$ cat config.mk
export PLATFORM = sky130hd
export DESIGN_NAME = demo_sequencer
export DESIGN_NICKNAME = d
export VERILOG_FILES = /design/src/rtl/demo_seq_pkg.sv /design/src/rtl/demo_tick_timer.sv /design/src/rtl/demo_sequencer.sv
export SDC_FILE = /design/constraint.sdc
export NUM_CORES = 1
export LEC_CHECK = 0
export CORE_MARGIN = 3
export CORE_UTILIZATION = 52
export DETAILED_ROUTE_END_ITERATION = 8
export PLACE_DENSITY = 0.8
export SLEW_MARGIN = 20
export SYNTH_ARGS = -nofsm -noshare
export SYNTH_HDL_FRONTEND = slang
export SYNTH_SLANG_ARGS = --single-unit
$ cat constraint.sdc
create_clock -name clk -period 3.4 [get_ports clk]
set_clock_uncertainty 0.15 [all_clocks]
set_input_delay 0.51 -clock clk [delete_from_list [all_inputs] [get_ports clk]]
set_output_delay 0.51 -clock clk [all_outputs]
set_load 0.005 [all_outputs]
$ cat src/rtl/demo_seq_pkg.sv
// Shared state type and note-entry field layout for demo_sequencer.
// StGap is only present when DEMO_SEQ_GAP_EN is defined.
package demo_seq_pkg;

  localparam int unsigned DUR_W  = 8;
  localparam int unsigned WAVE_W = 2;

`ifdef DEMO_SEQ_GAP_EN
  typedef enum logic [1:0] {StIdle, StFetch, StPlay, StGap} demo_state_t;
`else
  typedef enum logic [1:0] {StIdle, StFetch, StPlay} demo_state_t;
`endif

  // One channel field is {ena, wave, pitch}; CH_FIELD_W = C + 3.
  function automatic int unsigned ch_field_w(int unsigned c);
    return c + 1 + WAVE_W;
  endfunction

  function automatic int unsigned pitch_lsb(int unsigned ch, int unsigned c);
    return ch * ch_field_w(c);
  endfunction

  function automatic int unsigned wave_lsb(int unsigned ch, int unsigned c);
    return pitch_lsb(ch, c) + c;
  endfunction

  function automatic int unsigned ena_bit(int unsigned ch, int unsigned c);
    return wave_lsb(ch, c) + WAVE_W;
  endfunction

  function automatic int unsigned dur_lsb(int unsigned nch, int unsigned c);
    return nch * ch_field_w(c);
  endfunction

  function automatic int unsigned last_bit(int unsigned nch, int unsigned c);
    return dur_lsb(nch, c) + DUR_W;
  endfunction

endpackage

$ cat src/rtl/demo_tick_timer.sv
// Prescaled duration timer: after load, expire pulses once dur*TICK_CYCLES cycles later.
// A dur of zero is treated as one.
module demo_tick_timer #(
  parameter int unsigned TICK_CYCLES = 4,
  parameter int unsigned CNT_W       = 8
) (
  input  logic             clk,
  input  logic             rst,
  input  logic             load,
  input  logic [CNT_W-1:0] dur,
  output logic             expire
);

  localparam int unsigned PreW = (TICK_CYCLES > 1) ? $clog2(TICK_CYCLES) : 1;
  localparam logic [PreW-1:0] PreMax = PreW'(TICK_CYCLES - 1);

  logic [PreW-1:0]  pre_q;
  logic [CNT_W-1:0] ticks_q;
  logic [CNT_W-1:0] dur_q;
  logic             active_q;
  logic             wrap;

  assign wrap   = (pre_q == PreMax);
  assign expire = active_q && wrap && (ticks_q == dur_q);

  always_ff @(posedge clk or negedge rst) begin
    if (!rst) begin
      pre_q    <= '0;
      ticks_q  <= '0;
      dur_q    <= '0;
      active_q <= 1'b0;
    end else if (load) begin
      pre_q    <= '0;
      ticks_q  <= CNT_W'(1);
      dur_q    <= (dur == '0) ? CNT_W'(1) : dur;
      active_q <= 1'b1;
    end else if (active_q) begin
      if (wrap) begin
        pre_q <= '0;
        if (ticks_q == dur_q) begin
          active_q <= 1'b0;
          ticks_q  <= '0;
        end else begin
          ticks_q <= ticks_q + 1'b1;
        end
      end else begin
        pre_q <= pre_q + 1'b1;
      end
    end
  end

endmodule

$ cat src/rtl/demo_sequencer.sv
// Tune sequencer: steps an external 1-cycle-latency note ROM and drives the mixer controls.
// Define DEMO_SEQ_GAP_EN to insert GAP_CYCLES of silence between notes.
module demo_sequencer
  import demo_seq_pkg::*;
#(
  parameter int unsigned NUM_CHANNELS = 2,
  parameter int unsigned C            = 12,
  parameter int unsigned ADDR_W       = 6,
  parameter int unsigned TICK_CYCLES  = 1_200_000,
  parameter int unsigned GAP_CYCLES   = 120_000,
  localparam int unsigned ENTRY_W     = 1 + DUR_W + NUM_CHANNELS * (C + 1 + WAVE_W)
) (
  input  logic                             clk,
  input  logic                             rst,
  input  logic                             start,
  input  logic                             stop,
  output logic [ADDR_W-1:0]                rom_addr,
  input  logic [ENTRY_W-1:0]               rom_data,
  output logic [NUM_CHANNELS-1:0]          channel_ena,
  output logic [NUM_CHANNELS*WAVE_W-1:0]   waveforms,
  output logic [NUM_CHANNELS*C-1:0]        pitches,
  output logic                             busy,
  output logic                             done
);

  localparam int unsigned CH_FIELD_W = ch_field_w(C);
  localparam int unsigned DurLsb     = dur_lsb(NUM_CHANNELS, C);
  localparam int unsigned LastBit    = last_bit(NUM_CHANNELS, C);

  // Entry unpacking
  logic [NUM_CHANNELS-1:0]        entry_ena;
  logic [NUM_CHANNELS*WAVE_W-1:0] entry_wave;
  logic [NUM_CHANNELS*C-1:0]      entry_pitch;
  logic [DUR_W-1:0]               entry_dur;
  logic                           entry_last;

  for (genvar g = 0; g < NUM_CHANNELS; g++) begin : g_unpack
    localparam int unsigned PitchLsb = pitch_lsb(g, C);
    localparam int unsigned WaveLsb  = wave_lsb(g, C);
    localparam int unsigned EnaBit   = ena_bit(g, C);
    assign entry_pitch[g*C +: C]           = rom_data[PitchLsb +: C];
    assign entry_wave[g*WAVE_W +: WAVE_W]  = rom_data[WaveLsb +: WAVE_W];
    assign entry_ena[g]                    = rom_data[EnaBit];
  end

  assign entry_dur  = rom_data[DurLsb +: DUR_W];
  assign entry_last = rom_data[LastBit];

  // State and registered outputs
  demo_state_t                    state_q, state_d;
  logic [ADDR_W-1:0]              rom_addr_q;
  logic [ADDR_W-1:0]              cur_addr_q;
  logic [ADDR_W-1:0]              next_addr;
  logic                           last_q;
  logic [NUM_CHANNELS-1:0]        ena_q;
  logic [NUM_CHANNELS*WAVE_W-1:0] wave_q;
  logic [NUM_CHANNELS*C-1:0]      pitch_q;
  logic                           busy_q;
  logic                           done_q;

  logic load_note;
  logic go_idle;
  logic fin;
  logic note_expire;
  logic at_end;

  // The top entry always terminates, so the prefetch address saturates instead of wrapping.
  assign next_addr = (rom_addr_q == {ADDR_W{1'b1}}) ? rom_addr_q : rom_addr_q + 1'b1;
  assign at_end    = last_q || (cur_addr_q == {ADDR_W{1'b1}});

  demo_tick_timer #(
    .TICK_CYCLES (TICK_CYCLES),
    .CNT_W       (DUR_W)
  ) u_note_timer (
    .clk    (clk),
    .rst    (rst),
    .load   (load_note),
    .dur    (entry_dur),
    .expire (note_expire)
  );

`ifdef DEMO_SEQ_GAP_EN
  localparam int unsigned GapW = (GAP_CYCLES > 0) ? $clog2(GAP_CYCLES + 1) : 1;

  logic gap_load;
  logic gap_expire;

  // Same timer with a unit prescale, loaded with a raw cycle count.
  demo_tick_timer #(
    .TICK_CYCLES (1),
    .CNT_W       (GapW)
  ) u_gap_timer (
    .clk    (clk),
    .rst    (rst),
    .load   (gap_load),
    .dur    (GapW'(GAP_CYCLES)),
    .expire (gap_expire)
  );
`else
  logic unused_gap_cycles;
  assign unused_gap_cycles = ^GAP_CYCLES;
`endif

  always_comb begin
    state_d   = state_q;
    load_note = 1'b0;
    go_idle   = 1'b0;
    fin       = 1'b0;
`ifdef DEMO_SEQ_GAP_EN
    gap_load  = 1'b0;
`endif
    unique case (state_q)
      StIdle: begin
        if (start && !stop) state_d = StFetch;
      end
      StFetch: begin
        if (stop) begin
          go_idle = 1'b1;
        end else begin
          load_note = 1'b1;
          state_d   = StPlay;
        end
      end
      StPlay: begin
        if (stop) begin
          go_idle = 1'b1;
        end else if (note_expire) begin
          if (at_end) begin
            go_idle = 1'b1;
            fin     = 1'b1;
          end else begin
`ifdef DEMO_SEQ_GAP_EN
            gap_load = 1'b1;
            state_d  = StGap;
`else
            load_note = 1'b1;
`endif
          end
        end
      end
`ifdef DEMO_SEQ_GAP_EN
      StGap: begin
        if (stop) begin
          go_idle = 1'b1;
        end else if (gap_expire) begin
          load_note = 1'b1;
          state_d   = StPlay;
        end
      end
`endif
      default: go_idle = 1'b1;
    endcase
    if (go_idle) state_d = StIdle;
  end

  always_ff @(posedge clk or negedge rst) begin
    if (!rst) begin
      state_q    <= StIdle;
      rom_addr_q <= '0;
      cur_addr_q <= '0;
      last_q     <= 1'b0;
      ena_q      <= '0;
      wave_q     <= '0;
      pitch_q    <= '1;
      busy_q     <= 1'b0;
      done_q     <= 1'b0;
    end else begin
      state_q <= state_d;
      busy_q  <= (state_d != StIdle);
      done_q  <= fin;
      if (go_idle) begin
        rom_addr_q <= '0;
        cur_addr_q <= '0;
        last_q     <= 1'b0;
        ena_q      <= '0;
        wave_q     <= '0;
        pitch_q    <= '1;
      end else if (load_note) begin
        ena_q      <= entry_ena;
        wave_q     <= entry_wave;
        pitch_q    <= entry_pitch;
        last_q     <= entry_last;
        cur_addr_q <= rom_addr_q;
        rom_addr_q <= next_addr;
`ifdef DEMO_SEQ_GAP_EN
      end else if (gap_load) begin
        ena_q <= '0;
`endif
      end
    end
  end

  assign rom_addr    = rom_addr_q;
  assign channel_ena = ena_q;
  assign waveforms   = wave_q;
  assign pitches     = pitch_q;
  assign busy        = busy_q;
  assign done        = done_q;

endmodule

=== Word level (Yosys, flattened, before mapping) ===
Index checks and enable logic that the tools add are counted.

* Bits in registers: 85
* Input bits: 43
* Output and inout port bits: 38
* Logic and storage cells: 77

* Add/subtract/negate cells: 3
* Equality and inequality tests: 7
* Muxes and demuxes: 41
* Reduce and logical (&&, ||, !) cells: 13

{| class="wikitable"
|+ Operators with widths
! kind !! count
|-
| two-way mux 21 bit || 3
|-
| two-way mux 24 bit || 2
|-
| two-way mux 8 bit || 5
|-
| two-way mux 6 bit || 5
|-
| adder 21 x 1 -> 21 bit, second input constant || 1
|-
| == test 21 bit, second input constant || 1
|-
| two-way mux 1 bit || 16
|-
| == test 6 bit, second input constant || 2
|-
| two-way mux 2 bit || 5
|-
| adder 8 x 1 -> 8 bit, second input constant || 1
|-
| == test 8 bit || 1
|-
| zero test 8 bit || 1
|-
| two-way mux 4 bit || 2
|-
| nonzero test 2 bit || 4
|-
| adder 6 x 1 -> 6 bit, second input constant || 1
|-
| one-hot mux 2 bit (2 select lines) || 1
|-
| AND reduction 2 bit || 2
|-
| logical AND 1 bit || 3
|-
| one-hot mux 1 bit (3 select lines) || 1
|-
| == test 2 x 1 -> 1 bit, second input constant || 1
|-
| == test 2 bit, second input constant || 1
|-
| zero test 2 bit || 1
|-
| inequality test 2 bit, second input constant || 1
|-
| one-hot mux 1 bit (2 select lines) || 1
|-
| other kinds (2) || 2
|}

=== Logic depth before layout (Yosys ltp) ===
Gate-level depths: netlist of the first run.

* Depth in word-level cells: 8
* Mapped depth: 10
* Gate-level depth less buffers: 8

=== Cells and area by module ===
From an unflattened synthesis of the first run, not the netlist that was laid out.

* Cells, all modules: 405
* Area, all modules: 4297.9 sq um

{| class="wikitable"
|+ By module, submodules not included
! module !! times used !! cells an instance !! area an instance (sq um) !! sequential area each (sq um)
|-
| demo_tick_timer || 1 || 240 || 2249.7 || 950.9
|-
| demo_sequencer || 1 || 165 || 2048.2 || 1206.2
|}

=== Worst setup path after synthesis of the first run ===
No wires, ideal clock.

* Path kind: flip-flop to flip-flop
* Start: reg state_q[1]
* End: reg rom_addr_q[5] (netlist: rom_addr[5])
* Setup time: 78 ps
* Data arrival time: 2172 ps
* Required time: 3172 ps
* Setup slack: 1000 ps
* Cell stages (with the launch flop): 10
* Buffers on the path: 1
* Clock period less this slack: 2400 ps
* Path through: dfrtp_1 inv_1 ha_1 nor2b_1 and2_1 clkbuf_1 and2_1 a31oi_2 or4_1 a21oi_1

* Cells in the longest elaborated chain, start to end: 4
* Elaborated cells on any way between the ends: 9
* Classes of those cells: eq/ne: 3; mux: 3; reduce/logical: 3

{| class="wikitable"
|+ RTL lines
! what !! line !! text
|-
| start: declaration || demo_sequencer.sv:50 || <nowiki>demo_state_t state_q, state_d;</nowiki>
|-
| start signal: assignment || demo_sequencer.sv:158 || <nowiki>state_q <= StIdle;</nowiki>
|-
| start signal: assignment || demo_sequencer.sv:168 || <nowiki>state_q <= state_d;</nowiki>
|-
| == test 2 bit (tied with other cells) || demo_sequencer.sv:112 || <nowiki>unique case (state_q)</nowiki>
|-
| one-hot mux 1 bit (3 select lines) or one-hot mux 1 bit (2 select lines) (tied branches) || demo_sequencer.sv:112 ||
|-
| inequality test 2 bit (no line) or nonzero test 2 bit (tied branches) || -- ||
|-
| AND reduction 2 bit (no line) || -- ||
|-
| end signal: assignment || demo_sequencer.sv:184 || <nowiki>rom_addr_q <= next_addr;</nowiki>
|-
| end: declaration || demo_sequencer.sv:51 || <nowiki>logic [ADDR_W-1:0] rom_addr_q;</nowiki>
|}

Parallel ways exist; a longest one is shown, timed or not.
A chain may end at the register's enable or synchronous reset.

=== Final worst setup path of the first run ===
* Start: reg u_note_timer.pre_q[13]
* End: reg rom_addr_q[5] (netlist: rom_addr[5])

* Cells in the longest elaborated chain, start to end: 8
* Elaborated cells on any way between the ends: 13
* Classes of those cells: eq/ne: 2; mux: 7; reduce/logical: 4

{| class="wikitable"
|+ RTL lines
! what !! line !! text
|-
| start: declaration || demo_tick_timer.sv:17 || <nowiki>logic [PreW-1:0] pre_q;</nowiki>
|-
| start signal: assignment || demo_tick_timer.sv:47 || <nowiki>pre_q <= pre_q + 1'b1;</nowiki>
|-
| == test 21 bit (*) || demo_tick_timer.sv:23 || <nowiki>assign wrap = (pre_q == PreMax);</nowiki>
|-
| logical AND 1 bit (*) (2 in a row) || demo_tick_timer.sv:24 || <nowiki>assign expire = active_q && wrap && (ticks_q == dur_q);</nowiki>
|-
| two-way mux 1 bit || demo_sequencer.sv:127 || <nowiki>end else if (note_expire) begin</nowiki>
|-
| two-way mux 1 bit || demo_sequencer.sv:125 || <nowiki>if (stop) begin</nowiki>
|-
| one-hot mux 1 bit (3 select lines) or one-hot mux 1 bit (2 select lines) (tied branches) || demo_sequencer.sv:112 ||
|-
| inequality test 2 bit (no line) or nonzero test 2 bit (tied branches) || -- ||
|-
| AND reduction 2 bit (no line) || -- ||
|}

Mark *: on every way between the ends. The rest lies on a longest branch, timed or not.

==> results of run 1 <==
## critical path, stage by stage, from the launching register on
cell	delay, ps
dfrtp_1	430
nor4b_2	440
nand4_2	250
nor4_4	440
a31oi_2	280
or4_1	520
a21oi_1	140
## sequential cells by signal (all words and copies together) (netlist names), 2 cells and up
signal                count
pitches                  24
u_note_timer.pre_q       21
u_note_timer.dur_q        8
u_note_timer.ticks_q      8
cur_addr_q                6
rom_addr                  6
waveforms                 4
channel_ena               2
state_q                   2
## final timing paths
path | slack (ps) | end
worst min register to register | 340 | pitches[0]
worst max-delay path | 650 | rom_addr[5]
max in group asynchronous | 2540 | cur_addr_q[3]
min in group clk | 340 | pitches[0]
worst max register to register | 650 | rom_addr[5]
worst min-delay path | 50 | u_note_timer.pre_q[4]
## power groups by stage
stage	sequential, uW	combinational [uW]	clock, uW
floorplan	1540	677	0
global placement	1580	1080	0
detailed placement	1590	1120	0
CTS	1580	1130	621
global route	1630	1260	669
finish	1580	1120	608
## cells in the final DEF (no fill, tap or decap), types with 4 or more instances in the layout
| master | count |
|---|---|
| nand2_1 | 132 |
| nor3_1 | 4 |
| dfstp_2 | 24 |
| and3_1 | 9 |
| and2_1 | 7 |
| o31ai_1 | 5 |
| ha_1 | 7 |
| or3_1 | 4 |
| xnor2_1 | 8 |
| inv_1 | 6 |
| nand4_1 | 10 |
| nor4_1 | 4 |
| buf_4 | 4 |
| clkdlybuf4s50_1 | 79 |
| clkinv_2 | 4 |
| nor2_1 | 36 |
| clkbuf_8 | 9 |
| o21ai_0 | 37 |
| dfrtp_1 | 61 |
| a31oi_1 | 7 |
| a21oi_1 | 27 |
| nand3_1 | 35 |
## cell type report
class	instances	share of cell area [%]
clock buffer	11	2.50
clock inverter	5	0.523
inverter	6	0.428
multi-input combinational	370	37.0
sequential	85	41.0
tap	102	2.42
timing repair buffer	85	16.2
## per-stage QoR
stage	hold WS (ps)	setup WS [ps]	utilization, %
global route	113	426	67.8
CTS	231	665	67.7
detailed placement	329	589	65.7
floorplan	64.4	1000	-
global placement	324	649	65.7
finish	53.4	650	67.8
## kinds of logic (layout without fill, tap and decap cells)
logic type,after synthesis,after routing,synth area share (%)
simple gates,260,260,29.1
compound gates,90,90,12.2
flops,85,85,51.5
buf+inv,26,107,2.36
xor+xnor,11,11,2.30
fa+ha+maj,7,7,2.09
mux,2,2,0.478
## per-layer routing
metal  routed length (um)  global-route usage (%)
met1                 4410                    32.2
met2                 4880                    36.4
met3                  626                    5.86
met4                  324                    10.7
met5                    0                       0
==> results by group, run 1 <==
Route
  • Final wirelength: 10.2 mm
  • Initial DRT Pass Iterations: 5
  • Final ANT Viol Nets: 0
  • Routed via count: 3,777
  • Wire length per cell: 15.4 um
  • Routed vias/inst: 5.69
  • Initial DRC Count: 265
  • # DRC: 0

Clocking
  • Clk_lat worst skew: 350 ps
  • Clk sinks: 85
  • H-tree depth: 3
  • Hold Buf Count CTS: 0
  • Setup Buffers After CTS: 0
  • # resized after CTS: 0
  • Reg clk slew, reported paths: 80 ps
  • Bufs on Longest Clock Path: 2
  • Root buffer cell: clkbuf_8
  • Num CTS Buffers: 9
  • CTS tree: yes

Timing
  • Fin. Hold Viols: 0
  • Endpoints failing setup: 0
  • Final setup TNS: 0 ps
  • Tcrit/Tclk final: 80.9%
  • RSZ-0062 raised after global routing: false
  • Relative max-transition margin: 36.0%
  • Minimum clock period: 2750 ps
  • Actual slew at the worst max-slew pin: 952 ps
  • Max Clock Freq: 0.364 GHz
  • Slew Limit Fails: 0

Die
  • Die Y: 95.8 um
  • Rows: 32
  • Ports: 81
  • Initial Util: 53.9%
  • Die ar.: 9170 um2
  • Core Box Area: 7770 um2
  • Chip width: 95.8 um

Finish
  • Reg area: 2160 um2
  • Final non-filler cell total: 664
  • Final Cell Area: 5260 um2
  • Layout cells sized above 1: 9.25%
  • Area occupied by multi-input gates: 1950 um2
  • Area growth, synth to finish: 25.6%
  • Antenna diode count: 0
  • Fillers: 608
  • Final net count: 607

Global route
  • Vias in the first global route: 3,678
  • Wire length of the first global-routing pass: 17.2 mm
  • Total gr overflow: 0
  • Largest net degree at the start of global routing: 86
  • Initial antenna violation count: 0
  • GRT Util Overall: 23.8%

Pwr
  • Switching Power: 1190 uW
  • Clk pwr share: 18.4%
  • Combinational power share: 33.8%
  • Switching fraction of total power: 36.0%
  • Peak supply drop: 0.000323 V
  • Leak pwr: 0.00228 uW
  • PnR Total Power: 3310 uW
  • Sequential Power Share: 47.9%
  • Power density over cell area: 628 nW/um2
  • Pint: 2120 uW

Synth
  • Synthesis-stage register bit count: 85
  • Synth Flop Type: dfrtp_1
  • Post-synthesis cell count: 481
  • Post-Syn Nets: 531
  • Cell taking the most area after synthesis: dfrtp_1
  • Asr flop ratio synth: 100%
  • Number of synthesized flops with an enable pin: 0
  • Number of distinct library cells after synthesis: 46
  • Register area share after synthesis: 51.5%
  • Syn. warnings: 0
  • Top-area cell type share of the netlist area: 36.4%
  • Avg Cell Area, Syn: 8.71 um2
  • Synth cell count leaders: nand2_1, dfrtp_1, o21ai_0, nor2_1, nand3_1
  • Top cells by area, synth: dfrtp_1, dfstp_2, nand2_1
  • Most common cell in the synthesized netlist: nand2_1
  • Syn Std Cell Area: 4190 um2

Hold path
  • Hold Path Class: in2async

Critical path
  • Reg2Reg Depth: 6
  • Data required time of the worst path: 3510 ps
  • Critical path class: reg2reg
  • Reg2reg start: u_note_timer.pre_q[13]
  • Setup crit start: u_note_timer.pre_q[13]
  • CP arrival: 2860 ps
  • CP Max Fanout: 8
  • Crit end category: register
  • Startpoint Class: register

Placement
  • Gp weighted congestion: 0.898
  • Cell Area, Placed: 5100 um2
  • DP Cell Count: 648
  • Hpwl dp: 6.99 mm
  • # port buffers: 80

Run
  • Max_cap viols: 0

Outcome
  • Run status: completed
(Power assumes the default switching activity.)
==> run 2, diff against run 1 <==
--- a/config.mk
+++ b/config.mk
@@ -6,9 +6,9 @@
 export NUM_CORES = 1
 export LEC_CHECK = 0
 export CORE_MARGIN = 3
-export CORE_UTILIZATION = 52
+export CORE_UTILIZATION = 47
 export DETAILED_ROUTE_END_ITERATION = 8
-export PLACE_DENSITY = 0.8
+export PLACE_DENSITY = 0.76
 export SLEW_MARGIN = 20
 export SYNTH_ARGS = -nofsm -noshare
 export SYNTH_HDL_FRONTEND = slang
==> constraint.sdc (replaced) <==
create_clock -name clk -period 2.3 [get_ports clk]
set_clock_uncertainty 0.15 [all_clocks]
set_input_delay 0.345 -clock clk [delete_from_list [all_inputs] [get_ports clk]]
set_output_delay 0.345 -clock clk [all_outputs]
set_load 0.005 [all_outputs]
==> run 2 against run 1 <==
Net effect:
- critical endpoint is now rom_addr[2]
- sequential power increased by 44%
- largest power group unchanged
- die area increased by 10%
- wire length increased by 16%
- the run now ends with setup timing left
- cell count increased by 8.1%
- critical path depth increased by 3
- non-clock buffer count increased by 51
- critical path type unchanged
==> results by group, run 2 (same netlist as run 1, synthesis figures left out) <==
Critical path
  • Ordered cell list for the critical path: ha_1, nand4_1, or3_4, nor4_4, buf_4, a31oi_4, buf_6, or3_4, a21oi_2
  • CP most frequent cell: or3_4
  • Reg2reg start: u_note_timer.pre_q[0]
  • CP max-delay cell: or3_4
  • Crit path max-delay family: simple AND/OR/NAND/NOR gates
  • Crit end category: register
  • Startpoint Class: register
  • CP bufs+invs: 2 (+2)
  • Setup crit start: u_note_timer.pre_q[0]
  • CP Max Fanout: 5 (-3)
  • CP arrival: 2460 ps (-400 ps)
  • Data required time of the worst path: 2440 ps (-1070 ps)
  • Critical path class: reg2reg
  • CP peak stage delay: 410 ps (-110 ps)

Finish
  • Fillers: 656 (+7.9%)
  • Antenna diode count: 0 (unchanged)
  • Layout cells sized above 1: 19.4% (+10 points)
  • Most common cell after layout, fill and taps aside: nand2_1
  • Max reg flops: 24 (unchanged)
  • Final net count: 658 (+8.4%)
  • Final Cell Area: 5900 um2 (+12%)
  • Most frequent cells in the layout: nand2_1, clkdlybuf4s50_1, dfrtp_1
  • Area growth, synth to finish: 40.9%

Clocking
  • Reg clk slew, reported paths: 90 ps (about the same)
  • H-tree depth: 3 (unchanged)
  • Num CTS Buffers: 9 (unchanged)
  • Bufs on Longest Clock Path: 2 (unchanged)
  • CTS tree: yes
  • Clk_lat worst skew: 360 ps (about the same)
  • Clk sinks: 85 (unchanged)
  • Root buffer cell: clkbuf_8

Die
  • Die ar.: 10,100 um2 (+10%)
  • Chip width: 100 um (+4.9%)
  • Rows: 33 (+3.1%)
  • Ports: 81 (unchanged)
  • Initial Util: 49.7% (-4.2 points)
  • Core Box Area: 8420 um2 (+8.4%)
  • Die Y: 100 um (+4.9%)

Pwr
  • Pint: 3620 uW (+71%)
  • Sequential Power Share: 40.8% (-7.1 points)
  • Leak pwr: 0.00261 uW (+14%)
  • Peak supply drop: 0.000537 V (+66%)
  • Clk pwr share: 19.2% (+0.8 points)
  • Switching fraction of total power: 35.1% (-0.90 points)
  • Power density over cell area: 945 nW/um2 (+50%)
  • Combinational power share: 40.0% (+6.2 points)
  • PnR Total Power: 5580 uW (+69%)
  • Switching Power: 1960 uW (+64%)

Route
  • Routed vias/inst: 5.68 (-0.10%)
  • Initial DRC Count: 235 (-11%)
  • Initial DRT Pass Iterations: 5 (unchanged)
  • Wire length per cell: 16.5 um (+7.1%)
  • # DRC: 0 (unchanged)
  • Final ANT Viol Nets: 0 (unchanged)
  • Routed via count: 4,080 (+8.0%)
  • Final wirelength: 11.9 mm (+16%)

Timing
  • Fin Hold WS: 306 ps (+253 ps)
  • Fin. Hold Viols: 0 (unchanged)
  • RSZ-0062 raised after global routing: true
  • Max Clock Freq: 0.432 GHz (+19%)
  • Tcrit/Tclk final: 101% (+20 points)
  • Endpoints failing setup: 2 (+2)
  • Minimum clock period: 2310 ps (-435 ps)
  • Slew Limit Fails: 0 (unchanged)
  • Relative max-transition margin: 72.9% (+37 points)
  • Setup ws final: -14.5 ps (-665 ps)
  • Actual slew at the worst max-slew pin: 404 ps (-547 ps)

Global route
  • Total gr overflow: 0 (unchanged)
  • Vias in the first global route: 4,013 (+9.1%)
  • Largest net degree at the start of global routing: 43 (-50%)
  • GRT Util Overall: 23.5% (-0.37 points)
  • Wire length of the first global-routing pass: 19.1 mm (+11%)
  • Initial antenna violation count: 0 (unchanged)

Hold path
  • Hold Path Class: in2async

Outcome
  • Run status: finished with violations
  • Failing checks: setup timing

Placement
  • Cell Area, Placed: 5460 um2 (+7.1%)
  • # port buffers: 80 (unchanged)
  • Hpwl dp: 7.87 mm (+13%)
  • Pre-CTS setup slack: -112 ps (-701 ps)
  • Gp weighted congestion: 0.928 (+3.3%)

Run
  • Max_cap viols: 0 (unchanged)
==> run 2: final timing paths <==
kind / to / slack [ps] / cells past startpoint
worst min register to register: pitches[0] / 340 / 2
worst max register to register: rom_addr[2] / -10 / 9
worst max-delay path: rom_addr[2] / -10 / 9
min in group clk: pitches[0] / 340 / 2
max in group asynchronous: pitches[4] / 1030 / 3
worst min-delay path: done / 310 / 2
==> run 2: routing by layer <==
metal	track usage (%)	wire [um]	share of wire, %
met3	6.12	871	7.3
met2	38.3	5910	50
met4	7.98	216	1.8
met1	30.4	4860	41
met5	0	0	0
==> run 2: power by group through the flow <==
stage	clock network [uW]	logic [uW]	registers [uW]
after global routing	1160	2460	2320
after global placement	0	2000	2250
after detailed placement	0	2080	2270
after CTS	1080	2140	2260
after floorplan	0	1010	2280
final	1070	2230	2270
==> run 2: what timing repair did <==
item / 4_1_cts / 5_1_grt
cloned: 0 / 5
setup buffers: 6 / 1
setup endpoints to repair: 18 / 66
hold buffers: 1 / 0
gates resized for setup: 7 / 12
pin swaps: 6 / 3
hold endpoints to repair: 19 / 0
==> run 2: metrics by stage <==
step                std cells  util [%]  TNS [ps]
finish                    718      70.1     -15.2
global route              718      70.1     -1610
CTS                       712      68.3         0
detailed placement        689      64.8      -607
global placement          689      64.8     -62.8
floorplan                 481         -      -803
==> run 2: layout make-up <==
cell class              count  area, um2  share of cell area [%]
flip-flops and latches     85       2160                    36.5
repair buffers            136       1360                    23.0
multi-input cells         370       2030                    34.4
clock buffers              12        176                    2.99
inverters                   6       22.5                   0.382
clock inverters             4       25.0                   0.424
well taps                 105        131                    2.23
